--- src/rtl/axis_bram_adapter_pkg.sv ---
// Shared types and helpers for the AXIS/BRAM adapter job sequencer.
package axis_bram_adapter_pkg;

  typedef enum logic [2:0] {
    IDLE,
    LOAD,
    SETTLE,
    RUN,
    TURN
  } state_e;

  localparam logic DIR_WR = 1'b1;
  localparam logic DIR_RD = 1'b0;

  // Bits needed to count 0..n-1, never less than one.
  function automatic int beat_cnt_width(input int n);
    return (n > 1) ? $clog2(n) : 1;
  endfunction

endpackage

--- src/rtl/axis_bram_adapter_v1_0_rr_arb.sv ---
// Two-way round-robin arbiter between the write and read requesters.
module axis_bram_adapter_v1_0_rr_arb
  import axis_bram_adapter_pkg::*;
(
  input  logic clk,
  input  logic rstn,
  input  logic wr_req_i,
  input  logic rd_req_i,
  input  logic update_i,
  input  logic update_dir_i,
  output logic grant_valid_o,
  output logic grant_dir_o
);

  logic last_grant_q;

  // Starting from READ lets the write side win the first contention.
  always_ff @(posedge clk) begin
    if (!rstn) begin
      last_grant_q <= DIR_RD;
    end else if (update_i) begin
      last_grant_q <= update_dir_i;
    end
  end

  always_comb begin
    grant_valid_o = wr_req_i | rd_req_i;
    if (wr_req_i && rd_req_i) begin
      grant_dir_o = ~last_grant_q;
    end else if (wr_req_i) begin
      grant_dir_o = DIR_WR;
    end else begin
      grant_dir_o = DIR_RD;
    end
  end

endmodule

--- src/rtl/axis_bram_adapter_v1_0_sched.sv ---
// Job sequencer sharing one AXIS/BRAM adapter between a write and a read requester.
module axis_bram_adapter_v1_0_sched
  import axis_bram_adapter_pkg::*;
#(
  parameter int BRAM_ADDR_LENGTH   = 12,
  parameter int BRAM_WIDTH_IN_WORD = 36,
  parameter int TURNAROUND_CYCLES  = 2
) (
  input  logic                        clk,
  input  logic                        rstn,
  input  logic                        wr_req,
  input  logic [BRAM_ADDR_LENGTH-1:0] wr_start,
  input  logic [BRAM_ADDR_LENGTH-1:0] wr_bound,
  output logic                        wr_grant,
  output logic                        wr_done,
  input  logic                        rd_req,
  input  logic [BRAM_ADDR_LENGTH-1:0] rd_start,
  input  logic [BRAM_ADDR_LENGTH-1:0] rd_bound,
  output logic                        rd_grant,
  output logic                        rd_done,
  output logic                        job_err,
  input  logic                        up_valid,
  output logic                        up_ready,
  output logic                        dn_valid,
  input  logic                        dn_ready,
  output logic                        dn_last,
  output logic                        rw,
  output logic                        addr_reload,
  output logic [BRAM_ADDR_LENGTH-1:0] bram_start_index,
  output logic [BRAM_ADDR_LENGTH-1:0] bram_bound_index,
  output logic                        stream_in_valid,
  input  logic                        stream_in_accep,
  input  logic                        stream_out_valid,
  output logic                        stream_out_accep,
  input  logic                        stream_out_tlast,
  output logic                        busy
);

  localparam int WORD_W = beat_cnt_width(BRAM_WIDTH_IN_WORD);
  localparam int ROW_W  = BRAM_ADDR_LENGTH + 1;
  localparam int TURN_W = beat_cnt_width(TURNAROUND_CYCLES + 1);
  localparam logic [WORD_W-1:0] LAST_WORD = WORD_W'(BRAM_WIDTH_IN_WORD - 1);
  localparam logic [TURN_W-1:0] TURN_LOAD = TURN_W'(TURNAROUND_CYCLES);

  state_e                      state_q, state_d;
  logic                        rw_q, rw_d;
  logic [BRAM_ADDR_LENGTH-1:0] start_q, start_d;
  logic [BRAM_ADDR_LENGTH-1:0] bound_q, bound_d;
  logic [WORD_W-1:0]           word_cnt_q, word_cnt_d;
  logic [ROW_W-1:0]            row_cnt_q, row_cnt_d;
  logic [TURN_W-1:0]           turn_cnt_q, turn_cnt_d;
  logic                        wr_done_q, wr_done_d;
  logic                        rd_done_q, rd_done_d;
  logic                        err_q, err_d;

  logic                        grant_valid, grant_dir, grant_fire;
  logic                        arb_update, arb_update_dir;
  logic                        run_wr, run_rd, wr_beat, rd_beat, job_end;
  logic [BRAM_ADDR_LENGTH-1:0] new_start, new_bound;
  logic [ROW_W-1:0]            span;

  axis_bram_adapter_v1_0_rr_arb u_arb (
    .clk          (clk),
    .rstn         (rstn),
    .wr_req_i     (wr_req),
    .rd_req_i     (rd_req),
    .update_i     (arb_update),
    .update_dir_i (arb_update_dir),
    .grant_valid_o(grant_valid),
    .grant_dir_o  (grant_dir)
  );

  // Only the granted direction's handshake is let through, and only while running.
  assign run_wr           = (state_q == RUN) && (rw_q == DIR_WR);
  assign run_rd           = (state_q == RUN) && (rw_q == DIR_RD);
  assign stream_in_valid  = run_wr & up_valid;
  assign up_ready         = run_wr & stream_in_accep;
  assign dn_valid         = run_rd & stream_out_valid;
  assign stream_out_accep = run_rd & dn_ready;
  assign dn_last          = run_rd & stream_out_tlast;

  assign wr_beat = run_wr & up_valid & stream_in_accep;
  assign rd_beat = run_rd & stream_out_valid & dn_ready;
  assign span    = {1'b0, bound_q - start_q};
  assign job_end = (wr_beat && (word_cnt_q == LAST_WORD) && (row_cnt_q == span))
                 | (rd_beat & stream_out_tlast);

  assign grant_fire = rstn && (state_q == IDLE) && grant_valid;
  assign new_start  = (grant_dir == DIR_WR) ? wr_start : rd_start;
  assign new_bound  = (grant_dir == DIR_WR) ? wr_bound : rd_bound;

  assign wr_grant         = grant_fire && (grant_dir == DIR_WR);
  assign rd_grant         = grant_fire && (grant_dir == DIR_RD);
  assign wr_done          = wr_done_q;
  assign rd_done          = rd_done_q;
  assign job_err          = err_q;
  assign rw               = rw_q;
  assign addr_reload      = (state_q == LOAD);
  assign bram_start_index = start_q;
  assign bram_bound_index = bound_q;
  assign busy             = (state_q != IDLE);

  always_comb begin
    // NOTE: every signal gets a default first; a path that skips an assignment would infer a latch.
    state_d        = state_q;
    rw_d           = rw_q;
    start_d        = start_q;
    bound_d        = bound_q;
    word_cnt_d     = word_cnt_q;
    row_cnt_d      = row_cnt_q;
    turn_cnt_d     = turn_cnt_q;
    wr_done_d      = 1'b0;
    rd_done_d      = 1'b0;
    err_d          = 1'b0;
    arb_update     = 1'b0;
    arb_update_dir = rw_q;

    unique case (state_q)
      IDLE: begin
        if (grant_fire) begin
          start_d    = new_start;
          bound_d    = new_bound;
          word_cnt_d = '0;
          row_cnt_d  = '0;
          if (new_bound < new_start) begin
            // Empty window: report and retire the job without touching the adapter.
            err_d          = 1'b1;
            wr_done_d      = (grant_dir == DIR_WR);
            rd_done_d      = (grant_dir == DIR_RD);
            arb_update     = 1'b1;
            arb_update_dir = grant_dir;
            turn_cnt_d     = TURN_LOAD;
            state_d        = TURN;
          end else begin
            rw_d    = grant_dir;
            state_d = LOAD;
          end
        end
      end
      LOAD:   state_d = SETTLE;
      SETTLE: state_d = RUN;
      RUN: begin
        if (wr_beat) begin
          if (word_cnt_q == LAST_WORD) begin
            word_cnt_d = '0;
            row_cnt_d  = row_cnt_q + ROW_W'(1);
          end else begin
            word_cnt_d = word_cnt_q + WORD_W'(1);
          end
        end
        if (job_end) begin
          wr_done_d  = (rw_q == DIR_WR);
          rd_done_d  = (rw_q == DIR_RD);
          arb_update = 1'b1;
          turn_cnt_d = TURN_LOAD;
          state_d    = TURN;
        end
      end
      TURN: begin
        // The done cycle plus TURNAROUND_CYCLES quiet cycles precede the next grant.
        if (turn_cnt_q == '0) begin
          state_d = IDLE;
        end else begin
          turn_cnt_d = turn_cnt_q - TURN_W'(1);
        end
      end
      default: state_d = IDLE;
    endcase
  end

  always_ff @(posedge clk) begin
    // NOTE: non-blocking assignments so every register samples pre-edge values regardless of order.
    if (!rstn) begin
      state_q    <= IDLE;
      rw_q       <= 1'b0;
      start_q    <= '0;
      bound_q    <= '0;
      word_cnt_q <= '0;
      row_cnt_q  <= '0;
      turn_cnt_q <= '0;
      wr_done_q  <= 1'b0;
      rd_done_q  <= 1'b0;
      err_q      <= 1'b0;
    end else begin
      state_q    <= state_d;
      rw_q       <= rw_d;
      start_q    <= start_d;
      bound_q    <= bound_d;
      word_cnt_q <= word_cnt_d;
      row_cnt_q  <= row_cnt_d;
      turn_cnt_q <= turn_cnt_d;
      wr_done_q  <= wr_done_d;
      rd_done_q  <= rd_done_d;
      err_q      <= err_d;
    end
  end

endmodule

--- config.mk ---
export PLATFORM = sky130hd
export DESIGN_NAME = axis_bram_adapter_v1_0_sched
export DESIGN_NICKNAME = d
export VERILOG_FILES = /design/src/rtl/axis_bram_adapter_pkg.sv /design/src/rtl/axis_bram_adapter_v1_0_rr_arb.sv /design/src/rtl/axis_bram_adapter_v1_0_sched.sv
export SDC_FILE = /design/constraint.sdc
export NUM_CORES = 1
export LEC_CHECK = 0
export ABC_CLOCK_PERIOD_IN_PS = 5450
export CORE_UTILIZATION = 49
export CTS_CLUSTER_DIAMETER = 200
export DETAILED_ROUTE_END_ITERATION = 16
export PLACE_DENSITY = 0.87
export SLEW_MARGIN = 40
export SYNTH_ARGS = -nofsm -noshare
export SYNTH_HDL_FRONTEND = slang
export SYNTH_SLANG_ARGS = --single-unit
--- constraint.sdc ---
create_clock -name clk -period 5.45 [get_ports clk]
set_clock_uncertainty 0.1 [all_clocks]
set_input_delay 1.3625 -clock clk [delete_from_list [all_inputs] [get_ports clk]]
set_output_delay 1.3625 -clock clk [all_outputs]
set_load 0.03 [all_outputs]
==> metrics.txt, run 1 <==
outcome=complete, no violations; vias in the first global route=3244; core area=6869 µm²; HP Start=turn_cnt_q[0]; TritonCTS Buffers=5; FF-to-FF setup slack=2.31 ns; total gr overflow=0; final setup violation count=0; Avg WL per Cell=14.68 µm; first-pass GRT wire length=14.77 mm; CTS Sinks=53; Synth Flop Type=dfxtp_1; area growth from synthesis to layout=31.63%; Async SR Flop Fraction=0%; Synth top area share=30.27%; Reg2Reg Depth=12; final WL=8.854 mm; routed via count=3351; CP arrival=2.96 ns; total track usage=24.79%; RR Startpoint=u_arb.last_grant_q; initial antenna violation count=0; worst-skew pair later-pin latency=0.31 ns; setup bufs post-CTS=0; unrepaired setup endpoints after global routing=false; CTS HTree Levels=2; DP Wirelength=7.034 mm; P_int=945.9 µW; Startpoint Class=input port; DRT Pass-1 Iters=5; WS Path Type=in2out; syn_nets=505; Critical R2R Capture=state_q[2]; crit path max fanout=3; share of cells above drive strength 1=7.890%; Logic pwr share=52.2%; Sum Neg Setup Slack=0 ns; WP data required=3.99 ns; mean number of vias per cell=5.557; Finished Cell Area=4613 µm²; DRC Markers=0; Final nets=589; most area-hungry cell type in the Yosys netlist=dfxtp_1; Die Ht=86.57 µm; post-cts gate resize count=0; normalized max-slew margin=59.54%; area of the mapped netlist=3505 µm²; Port Buffers=93; number of synthesized flops with an enable pin=0; Hold Crit Class=reg2reg; initial core utilization=51.02%; minimum clock period=4.420 ns; final antenna-violating net count=0; maximum root-to-sink buffer count=2; Seq/Total Area, Yosys=30.27%; f_max=226.2 MHz; Pins Over Slew Limit=0; Final Hold Violating Endpoints=0; Reg power frac=30.8%; hold path cells=1; Net Sw Power=674.4 µW; Area contributors post-synth=dfxtp_1, ha_1, nand2_1; die width=86.57 µm; Hold EP=turn_cnt_q[0]; Final period util=81.10%; CTS tree=yes; root buffer cell=clkbuf_8; Rows=30; switch share=41.62%; Static Leak=1.920 nW; Ant. Diodes=0; Yosys Warn Count=0; Yosys cell types=63; I/O pins=94; DR iter-0 viols=166; final RePlAce weighted congestion=0.8907; area post-placement=4501 µm²; max cap viols=0; Syn Area/Cell=8.305 µm²; CTS clock-pin slew for the worst setup and hold paths=0.10 ns; flops & latches, synth=53; Clock power frac=16.9%; maximum vdd drop=0.1690 mV; Post-Synthesis Cells=422; hold_buf cts=0; CP endpoint kind=primary output; PD cells=351.3 nW/µm²; fill count=537; DIE AREA=7494 µm²; Tightest Pin Transition=0.6068 ns; largest net degree at the start of global routing=39
## critical path: stages
cell,delay (ns)
clkdlybuf4s50_1,0.50
a21boi_2,0.19
and3_1,0.21
clkdlybuf4s50_1,0.69
## sequential cells by signal, summed over array words and instances, names as in the netlist
register            cells
u_arb.last_grant_q      1
rd_done                 1
bram_bound_index       12
word_cnt_q              6
job_err                 1
row_cnt_q              13
turn_cnt_q              2
bram_start_index       12
wr_done                 1
rw                      1
state_q                 3
## placed cells by master (no fill, tap or decap), types with 5 or more instances in the layout
cell / n
a21o_1: 7
a21oi_1: 14
and2_1: 11
and3_1: 9
buf_4: 5
clkbuf_8: 5
clkdlybuf4s50_1: 92
dfxtp_1: 53
ha_1: 25
inv_1: 20
mux2_2: 11
mux2i_1: 15
nand2_1: 51
nand3_1: 35
nand4_1: 6
nor2_1: 21
o21ai_0: 31
xnor2_1: 15
xor2_1: 11
## cells in the mapped netlist (all sizes together) (5+ instances only)
library cell and count:
dfxtp 53, nand2 51, nand3 35, o21ai 31, ha 25, nor2 21
inv 20, mux2i 15, xnor2 15, a21oi 14, clkbuf 13, and2 11
mux2 11, xor2 11, and3 10, a21o 7, buf 7, nand4 7
or2 5
## cell families (layout without fill, tap and decap cells)
logic type / Yosys count / after routing / synth area share, %
simple gates: 165 / 165 / 24.96
compound gates: 86 / 86 / 16.35
flops: 53 / 53 / 30.27
buf+inv: 40 / 125 / 4.605
fa+ha+maj: 26 / 26 / 9.497
xor+xnor: 26 / 26 / 6.498
mux: 26 / 26 / 7.819
## final cells by class
| type | instances | area (µm²) | area share, % |
|---|---|---|---|
| tap | 96 | 120.1 | 2.604 |
| inverter | 20 | 75.07 | 1.627 |
| multi-input combinational | 329 | 2286 | 49.55 |
| sequential | 53 | 1061 | 23.00 |
| clock inverter | 3 | 43.79 | 0.9493 |
| timing repair buffer | 97 | 958.4 | 20.78 |
| clock buffer | 5 | 68.82 | 1.492 |
## metal layers
metal  up-vias  global-route usage [%]  part of all wire [%]
li1       1672                       -                     -
met1      1540                   30.80                    43
met2       123                   44.52                    50
met3        16                   2.762                   5.0
met4         0                   8.333                   1.9
met5         -                       0                     0
## power by group through the flow
stage	Sequential [mW]	Clock, mW	Combinational [mW]
5_1_grt	0.507	0.296	0.926
4_1_cts	0.499	0.279	0.840
3_5_place_dp	0.508	0	0.834
6_report	0.500	0.274	0.847
3_3_place_gp	0.506	0	0.800
2_1_floorplan	0.572	0	0.508
## through the flow
step	power, mW	util (%)	hold WS (ns)	setup WS (ns)	instances
floorplan	1.081	-	0.3315	1.170	422
global placement	1.307	65.52	0.3451	0.8454	595
finish	1.620	67.16	0.3756	1.030	603
global route	1.728	67.16	0.4156	0.9113	603
detailed placement	1.342	65.52	0.3597	0.7684	595
CTS	1.618	67.16	0.3762	1.041	603
## worst max-delay path by stage
stage | start | endpoint | slack (ns) | cells after the start
2_1_floorplan | wr_req | turn_cnt_q[1] | 1.17 | 12
3_3_place_gp | wr_req | turn_cnt_q[1] | 0.85 | 12
3_5_place_dp | wr_req | turn_cnt_q[1] | 0.77 | 13
4_1_cts | wr_req | wr_grant | 1.04 | 4
5_1_grt | wr_req | state_q[2] | 0.91 | 13
6_report | wr_req | wr_grant | 1.03 | 4
No activity file was read; power rests on OpenSTA's default activity.
==> run 2, diff against run 1 <==
--- a/config.mk
+++ b/config.mk
@@ -5,7 +5,7 @@
 export SDC_FILE = /design/constraint.sdc
 export NUM_CORES = 1
 export LEC_CHECK = 0
-export ABC_CLOCK_PERIOD_IN_PS = 5450
+export ABC_CLOCK_PERIOD_IN_PS = 4200
 export CORE_UTILIZATION = 49
 export CTS_CLUSTER_DIAMETER = 200
 export DETAILED_ROUTE_END_ITERATION = 16
==> constraint.sdc (replaced) <==
create_clock -name clk -period 4.2 [get_ports clk]
set_clock_uncertainty 0.1 [all_clocks]
set_input_delay 1.05 -clock clk [delete_from_list [all_inputs] [get_ports clk]]
set_output_delay 1.05 -clock clk [all_outputs]
set_load 0.03 [all_outputs]
==> run 2 against run 1 <==
Sequential power grew 30%; non-clock buffer count grew 8; die area is the same; register-to-register slack lost 1.2 ns.
==> metrics.txt, run 2 (synthesis results as in run 1) <==
total track usage=25.31% (was 24.79%); DR iter-0 viols=219 (was 166); DIE AREA=7494 µm² (unchanged); Rows=30 (unchanged); CTS HTree Levels=2 (unchanged); CTS Sinks=53 (unchanged); maximum root-to-sink buffer count=2 (unchanged); first-pass GRT wire length=15.12 mm (was 14.77 mm); CTS clock-pin slew for the worst setup and hold paths=0.10 ns (about the same); DRT Pass-1 Iters=4 (was 5); DP Wirelength=7.134 mm (was 7.034 mm); CP endpoint kind=flip-flop (was primary output); Final nets=597 (was 589); outcome=complete, no violations (unchanged); f_max=251.3 MHz; Pins Over Slew Limit=0 (unchanged); Hold Crit Class=reg2reg (unchanged); routed via count=3404 (was 3351); total gr overflow=0 (unchanged); initial antenna violation count=0 (unchanged); minimum clock period=3.980 ns; most common library cell in the layout ignoring fill and taps=clkdlybuf4s50_1 (unchanged); final WL=9.086 mm (was 8.854 mm); Final period util=94.76%; unrepaired setup endpoints after global routing=false (unchanged); final antenna-violating net count=0 (unchanged); final setup violation count=0 (unchanged); die width=86.57 µm (unchanged); Largest Register=row_cnt_q (unchanged); Hold WS=0.3885 ns (was 0.3756 ns); vias in the first global route=3340 (was 3244); most frequent cells in the layout=clkdlybuf4s50_1, dfxtp_1, nand2_1 (unchanged); PD cells=441.9 nW/µm² (was 351.3 nW/µm²); max cap viols=0 (unchanged); Power Total=2.052 mW (was 1.620 mW); TritonCTS Buffers=5 (unchanged); root buffer cell=clkbuf_8 (unchanged); largest net degree at the start of global routing=40 (was 39); Die Ht=86.57 µm (unchanged); normalized max-slew margin=60.85% (was 59.54%); crit path max fanout=12 (was 3); worst-skew pair later-pin latency=0.31 ns (about the same); WP data required=4.32 ns (was 3.99 ns); final RePlAce weighted congestion=0.9386 (was 0.8907); CP arrival=4.10 ns (was 2.96 ns); mean number of vias per cell=5.571 (was 5.557); hold_buf cts=0 (unchanged); Startpoint Class=input port (unchanged); Final Hold Violating Endpoints=0 (unchanged); Max stage delay cell, worst path=clkdlybuf4s50_1 (unchanged); area growth from synthesis to layout=32.52% (was 31.63%); number of flip-flops under the largest register name=13 (unchanged); Top Family by Delay on Critical Path=compound AO/OA/AOI/OAI gates (was buffers and inverters); Crit path top cell by count=a21o_1 (was clkdlybuf4s50_1); share of cells above drive strength 1=9.320% (was 7.890%); Port Buffers=93 (unchanged); initial core utilization=51.02% (unchanged); slowest stage delay, CP=0.47 ns (was 0.69 ns); setup bufs post-CTS=0 (unchanged); DRC Markers=0 (unchanged); post-cts gate resize count=0 (unchanged); WS Path Type=in2reg (was in2out); Static Leak=1.948 nW (was 1.920 nW); worst path cell trace=clkdlybuf4s50_1 > a21boi_2 > buf_4 > mux2_2 > ha_1 > a21o_1 > a21o_1 > a21oi_1 > o21ai_0 > o21ba_2 > and2_1 > or3_1 > and3_1 (was clkdlybuf4s50_1 > a21boi_2 > and3_1 > clkdlybuf4s50_1); core area=6869 µm² (unchanged); Buf/Inv on CP=2 (unchanged); Tightest Pin Transition=0.5791 ns (was 0.6068 ns); CTS tree=yes (unchanged); Avg WL per Cell=14.87 µm (was 14.68 µm); maximum vdd drop=0.1896 mV (was 0.1690 mV); Ant. Diodes=0 (unchanged); I/O pins=94 (unchanged)
run 2: cell types whose count changed in the layout (fill, tap and decap cells not counted):
cell	previous run	this run
buf_4	5	14
bufinv_16	1	0
clkdlybuf4s50_1	92	91
clkbuf_1	0	1
run 2: power breakdown:
part           switching (mW)  leakage (nW)  internal, mW
registers              0.0789         0.434         0.572
clock network           0.175        0.0456         0.119
logic                   0.619          1.47         0.489
run 2: through the flow:
step                      worst slack, ns  utilization (%)  std cells   TNS, ns  area [µm²]
after floorplan                    0.2322                -        422         0        3505
after global placement           -0.03511            66.36        603  -0.08634        4558
final                              0.2203            67.61        611         0        4644
after global routing              0.06495            67.61        611         0        4644
after detailed placement         -0.09625            66.36        603   -0.4714        4558
after CTS                          0.2198            67.61        611         0        4644
run 2: tightest hold or removal path, stage by stage (launching register included):
cell and delay, ns:
dfxtp_1 0.34, nand3_1 0.07, nand2_1 0.05
run 2: layer usage:
layer	vias to the layer above	global-route usage [%]	wire (µm)
met3	19	4.381	416
met5	-	0	0
met1	1584	31.21	3836
met4	0	9.394	174
met2	110	44.16	4659
li1	1691	-	-
run 2: path summary, 6_finish.rpt:
path	start	to	slack [ns]	depth (start not counted)
setup / recovery	wr_req	state_q[2]	0.22	13
hold / removal	bram_bound_index[8]	bram_bound_index[8]	0.39	2
setup reg to reg	u_arb.last_grant_q	state_q[2]	1.10	12
hold reg to reg	bram_bound_index[8]	bram_bound_index[8]	0.39	2
run 2: final cells by class:
| class | count | area, µm² |
|---|---|---|
| Inverter | 20 | 75.07 |
| Clock buffer | 6 | 72.57 |
| Fill cell | 526 | 2225 |
| Tap cell | 96 | 120.1 |
| Clock inverter | 2 | 13.76 |
| Multi-Input combinational cell | 329 | 2286 |
| Timing Repair Buffer | 105 | 1016 |
| Sequential cell | 53 | 1061 |
